===== config.mk =====
export PLATFORM = sky130hd
export DESIGN_NAME = csa_mult_pipe
export DESIGN_NICKNAME = d
export VERILOG_FILES = /design/src/rtl/csa_mult_pipe_pkg.sv /design/src/rtl/csa_mult_pipe_csa_3to2.sv /design/src/rtl/csa_mult_pipe.sv
export SDC_FILE = /design/constraint.sdc
export NUM_CORES = 1
export LEC_CHECK = 0
export ABC_AREA = 1
export CORE_ASPECT_RATIO = 1.5
export CORE_MARGIN = 2
export CORE_UTILIZATION = 55
export CTS_BUF_LIST = sky130_fd_sc_hd__clkbuf_2
export DETAILED_ROUTE_END_ITERATION = 16
export GPL_ROUTABILITY_DRIVEN = 0
export PLACE_DENSITY_LB_ADDON = 0.2
export SETUP_SLACK_MARGIN = 0.05
export SLEW_MARGIN = 20
export SYNTH_ARGS = -nofsm -noshare
export SYNTH_HDL_FRONTEND = slang
export SYNTH_SLANG_ARGS = --single-unit

===== constraint.sdc =====
create_clock -name clk -period 4.26 [get_ports clk]
set_input_delay 1.278 -clock clk [delete_from_list [all_inputs] [get_ports clk]]
set_output_delay 1.278 -clock clk [all_outputs]
set_load 0.02 [all_outputs]

===== src/rtl/csa_mult_pipe_pkg.sv =====
// Shared definitions for the carry-save multiplier.
// Contents: mode encodings and the elaboration-time helpers that size the 3:2 reduction tree.
package mult_pkg;

  localparam logic MODE_UNSIGNED = 1'b0;
  localparam logic MODE_SIGNED   = 1'b1;

  // Rows left after `level` layers of 3:2 reduction. Each layer turns every full group of
  // three rows into two and passes the leftover rows straight through.
  function automatic int unsigned rows_at_level(input int unsigned rows, input int unsigned level);
    int unsigned n;
    n = rows;
    for (int unsigned i = 0; i < level; i++) begin
      if (n > 2) n = n - n / 3;
    end
    return n;
  endfunction

  // Number of 3:2 layers needed to bring `rows` down to two vectors.
  function automatic int unsigned tree_levels(input int unsigned rows);
    int unsigned n;
    int unsigned lv;
    n  = rows;
    lv = 0;
    while (n > 2) begin
      n  = n - n / 3;
      lv = lv + 1;
    end
    return lv;
  endfunction

endpackage


===== src/rtl/csa_mult_pipe_csa_3to2.sv =====
// Bitwise 3:2 counter (row of full adders).
// Ports:
//   a_i, b_i, c_i : three W-bit addends
//   sum_o         : bitwise sum
//   carry_o       : bitwise majority, NOT shifted; the caller applies the x2 weight
module csa_3to2 #(
  parameter int unsigned W = 8
) (
  input  logic [W-1:0] a_i,
  input  logic [W-1:0] b_i,
  input  logic [W-1:0] c_i,
  output logic [W-1:0] sum_o,
  output logic [W-1:0] carry_o
);

  assign sum_o   = a_i ^ b_i ^ c_i;
  assign carry_o = (a_i & b_i) | (a_i & c_i) | (b_i & c_i);

endmodule


===== src/rtl/csa_mult_pipe.sv =====
// Three-stage pipelined carry-save array multiplier with valid/ready streams.
//   S0: operands and effective mode
//   S1: sum/carry vectors from the 3:2 reduction tree
//   S2: final carry-lookahead sum and overflow flag (drives the outputs)
// Ports:
//   clk, rst_n             : clock, synchronous active-low reset
//   in_valid/in_ready      : operand handshake; in_x, in_y, in_signed are the beat
//   out_valid/out_ready    : result handshake; out_product (2*WIDTH), out_of
module csa_mult_pipe
  import mult_pkg::*;
#(
  parameter int unsigned WIDTH     = 8,
  parameter bit          SIGNED_EN = 1'b1
) (
  input  logic               clk,
  input  logic               rst_n,
  input  logic               in_valid,
  output logic               in_ready,
  input  logic [WIDTH-1:0]   in_x,
  input  logic [WIDTH-1:0]   in_y,
  input  logic               in_signed,
  output logic               out_valid,
  input  logic               out_ready,
  output logic [2*WIDTH-1:0] out_product,
  output logic               out_of
);

  localparam int unsigned ProdW  = 2 * WIDTH;
  // One row per multiplier bit plus the +1 row that completes the negated top row.
  localparam int unsigned NRows  = WIDTH + 1;
  localparam int unsigned Levels = tree_levels(NRows);

  // ---------------------------------------------------------------------------
  // Handshake: a stage loads when it is empty or its content moves on this edge.
  // ---------------------------------------------------------------------------
  logic s0_valid_q, s1_valid_q;
  logic s0_load, s1_load, s2_load;

  assign s2_load  = ~out_valid | out_ready;
  assign s1_load  = ~s1_valid_q | s2_load;
  assign s0_load  = ~s0_valid_q | s1_load;
  assign in_ready = s0_load;

  // ---------------------------------------------------------------------------
  // S0: operand registers
  // ---------------------------------------------------------------------------
  logic [WIDTH-1:0] s0_x_q, s0_y_q;
  logic             s0_mode_q;
  logic             in_mode;

  assign in_mode = SIGNED_EN ? in_signed : MODE_UNSIGNED;

  always_ff @(posedge clk) begin
    if (!rst_n) begin
      s0_valid_q <= 1'b0;
      s0_x_q     <= '0;
      s0_y_q     <= '0;
      s0_mode_q  <= MODE_UNSIGNED;
    end else if (s0_load) begin
      s0_valid_q <= in_valid;
      if (in_valid) begin
        s0_x_q    <= in_x;
        s0_y_q    <= in_y;
        s0_mode_q <= in_mode;
      end
    end
  end

  // ---------------------------------------------------------------------------
  // Partial products. In signed mode the multiplier's sign bit carries weight
  // -2^(WIDTH-1), so its row is subtracted as ~row + 1 (the +1 is the last row).
  // ---------------------------------------------------------------------------
  logic [ProdW-1:0]            x_ext;
  logic [NRows-1:0][ProdW-1:0] pp;

  always_comb begin
    x_ext = {{WIDTH{s0_mode_q & s0_x_q[WIDTH-1]}}, s0_x_q};
    pp    = '0;
    for (int i = 0; i < WIDTH; i++) begin
      pp[i] = s0_y_q[i] ? (x_ext << i) : '0;
    end
    if (s0_mode_q == MODE_SIGNED && s0_y_q[WIDTH-1]) begin
      pp[WIDTH-1] = ~pp[WIDTH-1];
      pp[WIDTH]   = {{(ProdW - 1){1'b0}}, 1'b1};
    end
  end

  // ---------------------------------------------------------------------------
  // 3:2 reduction tree. Level lv holds rows_at_level(NRows, lv) vectors; each
  // level groups the previous level's rows in threes and passes leftovers on.
  // ---------------------------------------------------------------------------
  for (genvar lv = 0; lv <= Levels; lv++) begin : g_lvl
    localparam int unsigned NCur = rows_at_level(NRows, lv);
    logic [NCur-1:0][ProdW-1:0] rows;

    if (lv == 0) begin : g_leaf
      assign rows = pp;
    end else begin : g_node
      localparam int unsigned NPrev = rows_at_level(NRows, lv - 1);
      localparam int unsigned NGrp  = NPrev / 3;

      for (genvar g = 0; g < NGrp; g++) begin : g_csa
        logic [ProdW-1:0] carry;
        logic             unused_carry_msb;

        csa_3to2 #(
          .W (ProdW)
        ) u_csa (
          .a_i     (g_lvl[lv-1].rows[3*g]),
          .b_i     (g_lvl[lv-1].rows[3*g+1]),
          .c_i     (g_lvl[lv-1].rows[3*g+2]),
          .sum_o   (rows[2*g]),
          .carry_o (carry)
        );

        // Carry weight is x2; the bit shifted out is beyond the product width.
        assign rows[2*g+1]      = {carry[ProdW-2:0], 1'b0};
        assign unused_carry_msb = carry[ProdW-1];
      end

      for (genvar r = 3 * NGrp; r < NPrev; r++) begin : g_pass
        assign rows[r-NGrp] = g_lvl[lv-1].rows[r];
      end
    end
  end

  // ---------------------------------------------------------------------------
  // S1: carry-save pair
  // ---------------------------------------------------------------------------
  logic [ProdW-1:0] s1_sum_q, s1_carry_q;
  logic             s1_mode_q;

  always_ff @(posedge clk) begin
    if (!rst_n) begin
      s1_valid_q <= 1'b0;
      s1_sum_q   <= '0;
      s1_carry_q <= '0;
      s1_mode_q  <= MODE_UNSIGNED;
    end else if (s1_load) begin
      s1_valid_q <= s0_valid_q;
      if (s0_valid_q) begin
        s1_sum_q   <= g_lvl[Levels].rows[0];
        s1_carry_q <= g_lvl[Levels].rows[1];
        s1_mode_q  <= s0_mode_q;
      end
    end
  end

  // ---------------------------------------------------------------------------
  // Final add: Kogge-Stone prefix over generate/propagate, cin = 0. After the
  // prefix, add_g[i] is the carry out of bit i.
  // ---------------------------------------------------------------------------
  logic [ProdW-1:0] add_hp, add_g, add_p, prod_d;
  logic             of_d;

  always_comb begin
    add_hp = s1_sum_q ^ s1_carry_q;
    add_g  = s1_sum_q & s1_carry_q;
    add_p  = add_hp;
    for (int d = 1; d < int'(ProdW); d = d * 2) begin
      add_g = add_g | (add_p & (add_g << d));
      add_p = add_p & (add_p << d);
    end
    prod_d = add_hp ^ {add_g[ProdW-2:0], 1'b0};

    if (s1_mode_q == MODE_SIGNED) begin
      // Fits in WIDTH signed bits only if the upper half matches the sign bit.
      of_d = ~((&prod_d[ProdW-1:WIDTH-1]) | ~(|prod_d[ProdW-1:WIDTH-1]));
    end else begin
      of_d = |prod_d[ProdW-1:WIDTH];
    end
  end

  // ---------------------------------------------------------------------------
  // S2: output registers
  // ---------------------------------------------------------------------------
  always_ff @(posedge clk) begin
    if (!rst_n) begin
      out_valid   <= 1'b0;
      out_product <= '0;
      out_of      <= 1'b0;
    end else if (s2_load) begin
      out_valid <= s1_valid_q;
      if (s1_valid_q) begin
        out_product <= prod_d;
        out_of      <= of_d;
      end
    end
  end

endmodule


# After elaboration in Yosys (flattened, before gate mapping)
# Cells that the tools add are included.
[op_classes] n_mux=10 bitwise_logic=74 reduce_logical=7
[op_table] cell="bitwise AND 15 bit" n=27
[op_table] cell="bitwise OR 15 bit" n=18
[op_table] cell="XOR 16 bit" n=15
[op_table] cell="2-to-1 mux 16 bit" n=8
[op_table] cell="bitwise AND 15 x 1 -> 15 bit" n=2
[op_table] cell="2-to-1 mux 17 bit" n=1
[op_table] cell="inverter 16 bit" n=1
[op_table] cell="XOR 16 x 1 -> 16 bit" n=1
[op_table] cell="AND reduction 9 bit" n=1
[op_table] cell="OR reduction 9 bit" n=1
[op_table] cell="OR reduction 8 bit" n=1
[op_table] cell="AND reduction 2 bit" n=3
[op_table] cell="inverter 1 bit" n=5
[op_table] cell="bitwise OR 1 bit" n=4
[op_table] cell="bitwise AND 1 bit" n=1
[op_table] cell="logical AND 1 bit" n=1
[op_table] cell="2-to-1 mux 1 bit" n=1
[totals] regBits=69 in_bits=21

# Logic depth before layout (Yosys ltp)
# Gate-level depths: netlist (run 1).
[logic_depth] ltp_word=15 depth_mapped=16 depth_no_buf=15

# By module
# Synthesis (run 1) repeated with hierarchy kept, for this count alone.
[unflattened] cells_unflattened=782 area_unflattened_um2=6298.5
[modules_own_cells] mod="csa_mult_pipe" instances=1 cells_each=670 area_per_inst_um2=4056.4 seq_area_each_um2=1381.3
[modules_own_cells] mod="csa_3to2" instances=7 cells_each=16 area_per_inst_um2=320.3 seq_area_each_um2=0.0

# Least setup slack after synthesis (run 1)
# OpenSTA, ideal clock, no wires.
[synth_timing] path_type="reg2reg" start="reg s0_y_q[4]" end="reg s1_sum_q[13]" setup_ns=0.116 arrival_ns=3.093 path_slack_ns=1.052 path_stages_with_launch=16 n_path_buf=1 period_less_slack_ns=3.208 cell_sequence="dfxtp_1 > buf_2 > inv_2 > nor2_4 > ha_1 > xor2_1 > nor2_1 > a21oi_1 > inv_1 > fa_1 > inv_1 > fa_1 > inv_1 > fa_1 > o21ai_0 > nor2_1"
[synth_via] elab_chain_cells=11
[synth_lines] item="from (decl)" line="csa_mult_pipe.sv:47" text="logic [WIDTH-1:0] s0_x_q, s0_y_q;"
[synth_lines] item="from (signal assigned)" line="csa_mult_pipe.sv:63" text="s0_y_q <= in_y;"
[synth_lines] item="2-to-1 mux 16 bit (*)" line="csa_mult_pipe.sv:80" text="pp[i] = s0_y_q[i] ? (x_ext << i) : '0;"
[synth_lines] item="XOR 16 bit or bitwise AND 15 bit (tied branches)" line="csa_mult_pipe_csa_3to2.sv:16, csa_mult_pipe_csa_3to2.sv:17"
[synth_lines] item="XOR 16 bit or bitwise OR 15 bit (tied branches)" line="csa_mult_pipe_csa_3to2.sv:16, csa_mult_pipe_csa_3to2.sv:17"
[synth_lines] item="bitwise AND 15 bit or bitwise OR 15 bit (tied branches)" line="csa_mult_pipe_csa_3to2.sv:17" text="assign carry_o = (a_i & b_i) | (a_i & c_i) | (b_i & c_i);"
[synth_lines] item="bitwise OR 15 bit or XOR 16 bit (tied branches) (2 in a row)" line="csa_mult_pipe_csa_3to2.sv:17, csa_mult_pipe_csa_3to2.sv:16"
[synth_lines] item="bitwise AND 15 bit" line="csa_mult_pipe_csa_3to2.sv:17"
[synth_lines] item="bitwise OR 15 bit (2 in a row)" line="csa_mult_pipe_csa_3to2.sv:17"
[synth_lines] item="XOR 16 bit" line="csa_mult_pipe_csa_3to2.sv:16" text="assign sum_o = a_i ^ b_i ^ c_i;"
[synth_lines] item="XOR 16 bit (*)" line="csa_mult_pipe_csa_3to2.sv:16"
[synth_lines] item="named net g_lvl[4].g_node.g_csa[0].u_csa.sum_o[13]" line="csa_mult_pipe_csa_3to2.sv:12" text="output logic [W-1:0] sum_o,"
[synth_lines] item="to (signal assigned)" line="csa_mult_pipe.sv:142" text="s1_sum_q <= g_lvl[Levels].rows[0];"
[synth_lines] item="to (decl)" line="csa_mult_pipe.sv:130" text="logic [ProdW-1:0] s1_sum_q, s1_carry_q;"
# The timed path passes the listed nets; every way through them passes the cells marked *.
# A chain may end at the register's enable or synchronous reset.

# Worst setup path after layout (run 1)
[layout_timing] start="in out_ready" end="out in_ready"
[layout_via] elab_chain_cells=3
[layout_lines] item="from (decl)" line="csa_mult_pipe.sv:23" text="input logic out_ready,"
[layout_lines] item="bitwise OR 1 bit" line="csa_mult_pipe.sv:39" text="assign s2_load = ~out_valid | out_ready;"
[layout_lines] item="bitwise OR 1 bit" line="csa_mult_pipe.sv:40" text="assign s1_load = ~s1_valid_q | s2_load;"
[layout_lines] item="bitwise OR 1 bit" line="csa_mult_pipe.sv:41" text="assign s0_load = ~s0_valid_q | s1_load;"
[layout_lines] item="to (decl)" line="csa_mult_pipe.sv:18" text="output logic in_ready,"
# No other way between the ends.

==> results of run 1 <==
-- final timing paths --
kind | startpoint | endpoint | slack [ps]
max | out_ready | in_ready | 300
min | out_of | out_of | 480
max reg2reg | s0_mode_q | s1_sum_q[13] | 620
min reg2reg | out_of | out_of | 480
-- through the flow --
step	cell area, sq um	total power (W)	setup slack (ps)	std cells	utilization
floorplan	5418	0.0009869	1052	732	-
global placement	5843	0.001072	312.1	859	0.6065
detailed placement	5843	0.001084	305.8	859	0.6065
CTS	5981	0.001531	289.7	875	0.6208
global route	5981	0.001629	216.5	875	0.6208
finish	5981	0.001521	295.3	875	0.6208
-- per-layer routing --
| layer | share of wire | up-vias | global-route usage |
|---|---|---|---|
| li1 | - | 2229 | - |
| met1 | 0.41 | 2021 | 0.2316 |
| met2 | 0.54 | 83 | 0.3961 |
| met3 | 0.028 | 25 | 0.03432 |
| met4 | 0.027 | 0 | 0.09150 |
| met5 | 0 | - | 0 |
-- cell families after synthesis --
group / count (synthesis) / share of synthesized area
AO/OA/AOI/OAI: 90 / 0.09007
AND/OR/NAND/NOR: 272 / 0.2035
buffers and inverters: 194 / 0.1400
flip-flops: 67 / 0.2476
adder cells (fa/ha/maj): 90 / 0.2868
XOR/XNOR: 19 / 0.03210
-- report_power, final --
part | leakage (nW) | switching [W] | internal (W)
clock network | 0.0755 | 0.000260 | 0.000191
registers | 0.552 | 0.0000460 | 0.000668
logic | 2.48 | 0.000206 | 0.000150
total | 3.11 | 0.000512 | 0.00101
-- critical path, stage by stage --
cell and delay [ps]:
clkdlybuf4s50_1 460, inv_1 40, nand2_1 80, nor2_1 60, nand2_1 130, clkdlybuf4s50_1 630
-- final cells by class --
type                            instances  area [sq um]
Clock buffer                            9         45.04
Timing Repair Buffer                   45         435.4
Fill cell                             888          3654
Sequential cell                        67          1341
Inverter                              161         604.3
Clock inverter                          7         92.59
Multi-Input combinational cell        471          3318
Tap cell                              115         143.9
-- synthesized netlist by cell type, types with 3 or more instances --
master	number
o21ai_0	54
buf_2	9
clkbuf_1	21
clkinv_1	3
ha_1	33
nand3_1	15
dfxtp_1	67
inv_2	3
nand4_1	4
xnor2_1	5
xor2_1	13
nor2_2	3
nand2_1	130
a21oi_1	19
fa_1	57
o211ai_1	8
nor2_1	112
inv_1	155
-- sequential cells by signal, indices dropped and copies added (netlist names) --
register,flops
out_valid,1
out_of,1
s0_valid_q,1
s0_y_q,8
s1_carry_q,13
out_product,16
s0_mode_q,1
s1_valid_q,1
s1_mode_q,1
s1_sum_q,16
s0_x_q,8
==> metrics.txt, run 1 <==
outcome=completed; post-synth top area cell=dfxtp_1; CTS buffer count=9; Antenna Nets Post-Route=0; Detailed Place HPWL=8.449 mm; num rows=44; maximum clock rate=0.2522 GHz; maxcap violations=0; die area=10680 sq um; Register-to-Register Path Depth=14; syn_area_per_cell=7.401 sq um; die width=85.04 um; Post-synth EDFFs=0; Clock transition at path regs=200 ps; Synth top area share=0.2476; dominant synthesized flop cell=dfxtp_1; hold_ws=480.3 ps; number of post-CTS setup repair buffers=0; commonest non-fill, non-tap cell in the layout=inv_1; setup_tns=0 ps; GRT Total Usage=0.2125; Nets=between 800 and 900; worst endpoint required time=slightly below 3000 ps; # setup viols final=0; vias in the first global route=4393; first-pass GRT wire length=18.45 mm; Mapped Area=5418 sq um; Async S/R FF share, synth=0; first-iteration detailed-routing DRC count=163; DRC viols=0; Vias=4358; Cell Pwr Density=254.3 nW/um^2; port bufs=39; Tmin final=3965 ps; commonest non-fill, non-tap cells in the layout=inv_1, nand2_1, nor2_1, dfxtp_1, fa_1; Initial Util=0.5623; cts-stage hold buffer count=0; Tightest Hold Check Type=flip-flop to flip-flop; max-slew violations=0; crit path DAT=2690 ps; Root Buffer=clkbuf_2; ant diodes=0; Yosys reg bits=67; static leakage=3.111 nW; core area=9634 sq um; share of post-route cells with drive strength above 1=0.04605; CTS tree=yes; clk_skew=13.44 ps; WS Path Type=primary input to output port; Crit. End Element=output port; clk sinks=67; RSZ-0062 raised after global routing=no; worst slew pin tran=approximately 810 ps; DRT Wirelength=10.38 mm; area grow syn2layout=10.39%; WHS Path Cells=2; syn nets=843; Synth cell types=31; clk_lat worst skew=560 ps; drt wl/cell=about 12 um; largest net degree at the start of global routing=50; Max transition margin=0.4609; Top Ports=40; worst vdd ir=around 200 uV; DRT Pass-1 Iters=4; Post-Syn Instances=approximately 730; crit-path max FO=3; initial antenna violation count=0; final global-route overflow total=0; synth top area cells=dfxtp_1, fa_1, inv_1; vias per cell=4.981; Final Hold Vio Count=0; synth warn=0; final period utilization=0.9307; Startpoint Class=primary input; H-tree depth=3; sequential area share after synthesis=0.2476; clk buf depth=2; Die Y=between 100 and 150 um; CTS resizes=0
(Power assumes the default switching activity.)
==> inputs of run 2 (changes only) <==
--- a/config.mk
+++ b/config.mk
@@ -7,7 +7,7 @@
 export LEC_CHECK = 0
 export ABC_AREA = 1
 export CORE_ASPECT_RATIO = 1.5
-export CORE_MARGIN = 2
+export CORE_MARGIN = 4
 export CORE_UTILIZATION = 55
 export CTS_BUF_LIST = sky130_fd_sc_hd__clkbuf_2
 export DETAILED_ROUTE_END_ITERATION = 16
==> run 2 against run 1 <==
Effect of this change: combinational power barely moved; cell area rose by 0.29%; total power fell by 0.19%; clock power fell by 0.9%; critical path depth did not move; clock skew rose by 4.9 ps; routed wire length rose by 1.3%; core utilization rose by 0.18 points; critical path type unchanged; largest cell class unchanged.
==> metrics.txt, run 2 (same netlist as run 1, synthesis figures left out) <==
CP max-delay cell=clkdlybuf4s50_1; largest net degree at the start of global routing=33 (-34%); first-iteration detailed-routing DRC count=179 (+9.8%); DRT Pass-1 Iters=4 (unchanged); Top Ports=40 (unchanged); sequential power share=0.471 (+0.002); Crit. End Element=output port; clk_lat worst skew=530 ps (-30 ps); Tightest Hold Check Type=flip-flop to flip-flop; Antenna Nets Post-Route=0 (unchanged); clk buf depth=2 (unchanged); number of post-CTS setup repair buffers=0 (unchanged); max-slew violations=0 (unchanged); worst endpoint required time=2980 ps (about the same); setup_tns=0 ps (unchanged); Initial Util=0.5623 (unchanged); first-pass GRT wire length=18.83 mm (+2.1%); CP max stage delay=630 ps (about the same); crit-path max FO=3 (unchanged); CTS buffer count=9 (unchanged); vias per cell=4.949 (-0.64%); GRT Total Usage=0.2061 (-0.006439); internal power=0.001010 W (about the same); WS Path Type=primary input to output port; crit path cell chain=clkdlybuf4s50_1 > inv_1 > nand2_1 > nor2_1 > nand2_1 > clkdlybuf4s50_1; maxcap violations=0 (unchanged); clk sinks=67 (unchanged); DRT Wirelength=10.52 mm (+1.3%); cts-stage hold buffer count=0 (unchanged); die area=11530 sq um (+8.0%); CTS tree=yes; Pwr Total=0.001518 W (-0.19%); maximum clock rate=0.2522 GHz (about the same); Tmin final=3965 ps (-0.1730 ps); worst slew pin tran=861.8 ps (+54.03 ps); H-tree depth=3 (unchanged); vias in the first global route=4443 (+1.1%); FF/Latch Area=1341 sq um (unchanged); clk_skew=18.39 ps (+4.949 ps); pre-CTS WS=297.7 ps (-8.117 ps); num rows=44 (unchanged); CP top delay family=buffers and inverters; crit path DAT=2690 ps (about the same); initial antenna violation count=1 (+1); area of the multi-input gates=3318 sq um (unchanged); Clock transition at path regs=190 ps (about the same); Final Worst Setup Slack=295.5 ps (+0.1730 ps); port bufs=39 (unchanged); # setup viols final=0 (unchanged); share of post-route cells with drive strength above 1=0.04856 (+0.002504); drt wl/cell=11.98 um (+1.0%); core area=9634 sq um (unchanged); Largest regs=out_product: 16 flops, s1_sum_q: 16 flops, s1_carry_q: 13 flops; Root Buffer=clkbuf_2; worst vdd ir=212.0 uV (+8.8%); Comb power frac=0.235 (about the same); Final Hold Vio Count=0 (unchanged); post-layout util=0.6226 (+0.001818); Vias=4345 (-0.30%); outcome=completed; static leakage=3.121 nW (+0.32%); commonest non-fill, non-tap cell in the layout=inv_1; RSZ-0062 raised after global routing=no; Cell Pwr Density=253.1 nW/um^2 (-0.48%); clock power share=0.295 (about the same); CP bufs+invs=3 (unchanged); final period utilization=0.9306 (about the same); fill count=873 (-1.7%); die width=89.04 um (+4.7%); commonest non-fill, non-tap cells in the layout=inv_1, nand2_1, nor2_1, dfxtp_1, fa_1; Die Y=129.6 um (+3.2%); DRC viols=0 (unchanged); Startpoint Class=primary input; final global-route overflow total=0 (unchanged); Max transition margin=0.4236 (-0.03723); Detailed Place HPWL=8.623 mm (+2.1%); CTS resizes=0 (unchanged); switching part of the total=0.3348 (-0.001694); Nets=868 (+0.23%); area grow syn2layout=10.72%; sw power=0.0005083 W (-0.69%)
run 2: worst paths after layout:
| path | start | end | slack [ps] | cells past startpoint |
|---|---|---|---|---|
| min | out_of | out_of | 480 | 2 |
| min reg2reg | out_of | out_of | 480 | 2 |
| max | out_ready | in_ready | 300 | 6 |
| max reg2reg | s0_y_q[3] | s1_sum_q[13] | 630 | 14 |
run 2: layout make-up:
class | count | area share
multi-input combinational | 471 | 0.5532
sequential | 67 | 0.2236
inverter | 161 | 0.1008
timing repair buffer | 47 | 0.07509
tap | 115 | 0.02399
clock inverter | 7 | 0.01544
clock buffer | 9 | 0.007509
antenna | 1 | 0.0004172
run 2: power groups by stage:
stage | combinational, W | sequential (W) | clock, W
CTS | 0.000361 | 0.000714 | 0.000460
global route | 0.000424 | 0.000720 | 0.000478
detailed placement | 0.000361 | 0.000727 | 0
global placement | 0.000348 | 0.000725 | 0
finish | 0.000357 | 0.000714 | 0.000447
floorplan | 0.000280 | 0.000707 | 0
run 2: through the flow:
step	cells	hold slack, ps	area (sq um)
2_1_floorplan	732	423.9	5418
3_3_place_gp	861	454.1	5858
3_5_place_dp	861	460.6	5858
4_1_cts	877	484.6	5996
5_1_grt	878	518.8	5998
6_report	878	479.5	5998
run 2: tightest hold or removal path, stage by stage, from the launching register on:
cell and delay [ps]:
dfxtp_1 350, nand2_1 60, a21oi_1 50
run 2: per-layer routing:
metal / share of wire / track usage
met1: 0.39 / 0.2291
met2: 0.54 / 0.3762
met3: 0.041 / 0.03753
met4: 0.026 / 0.08764
met5: 0 / 0
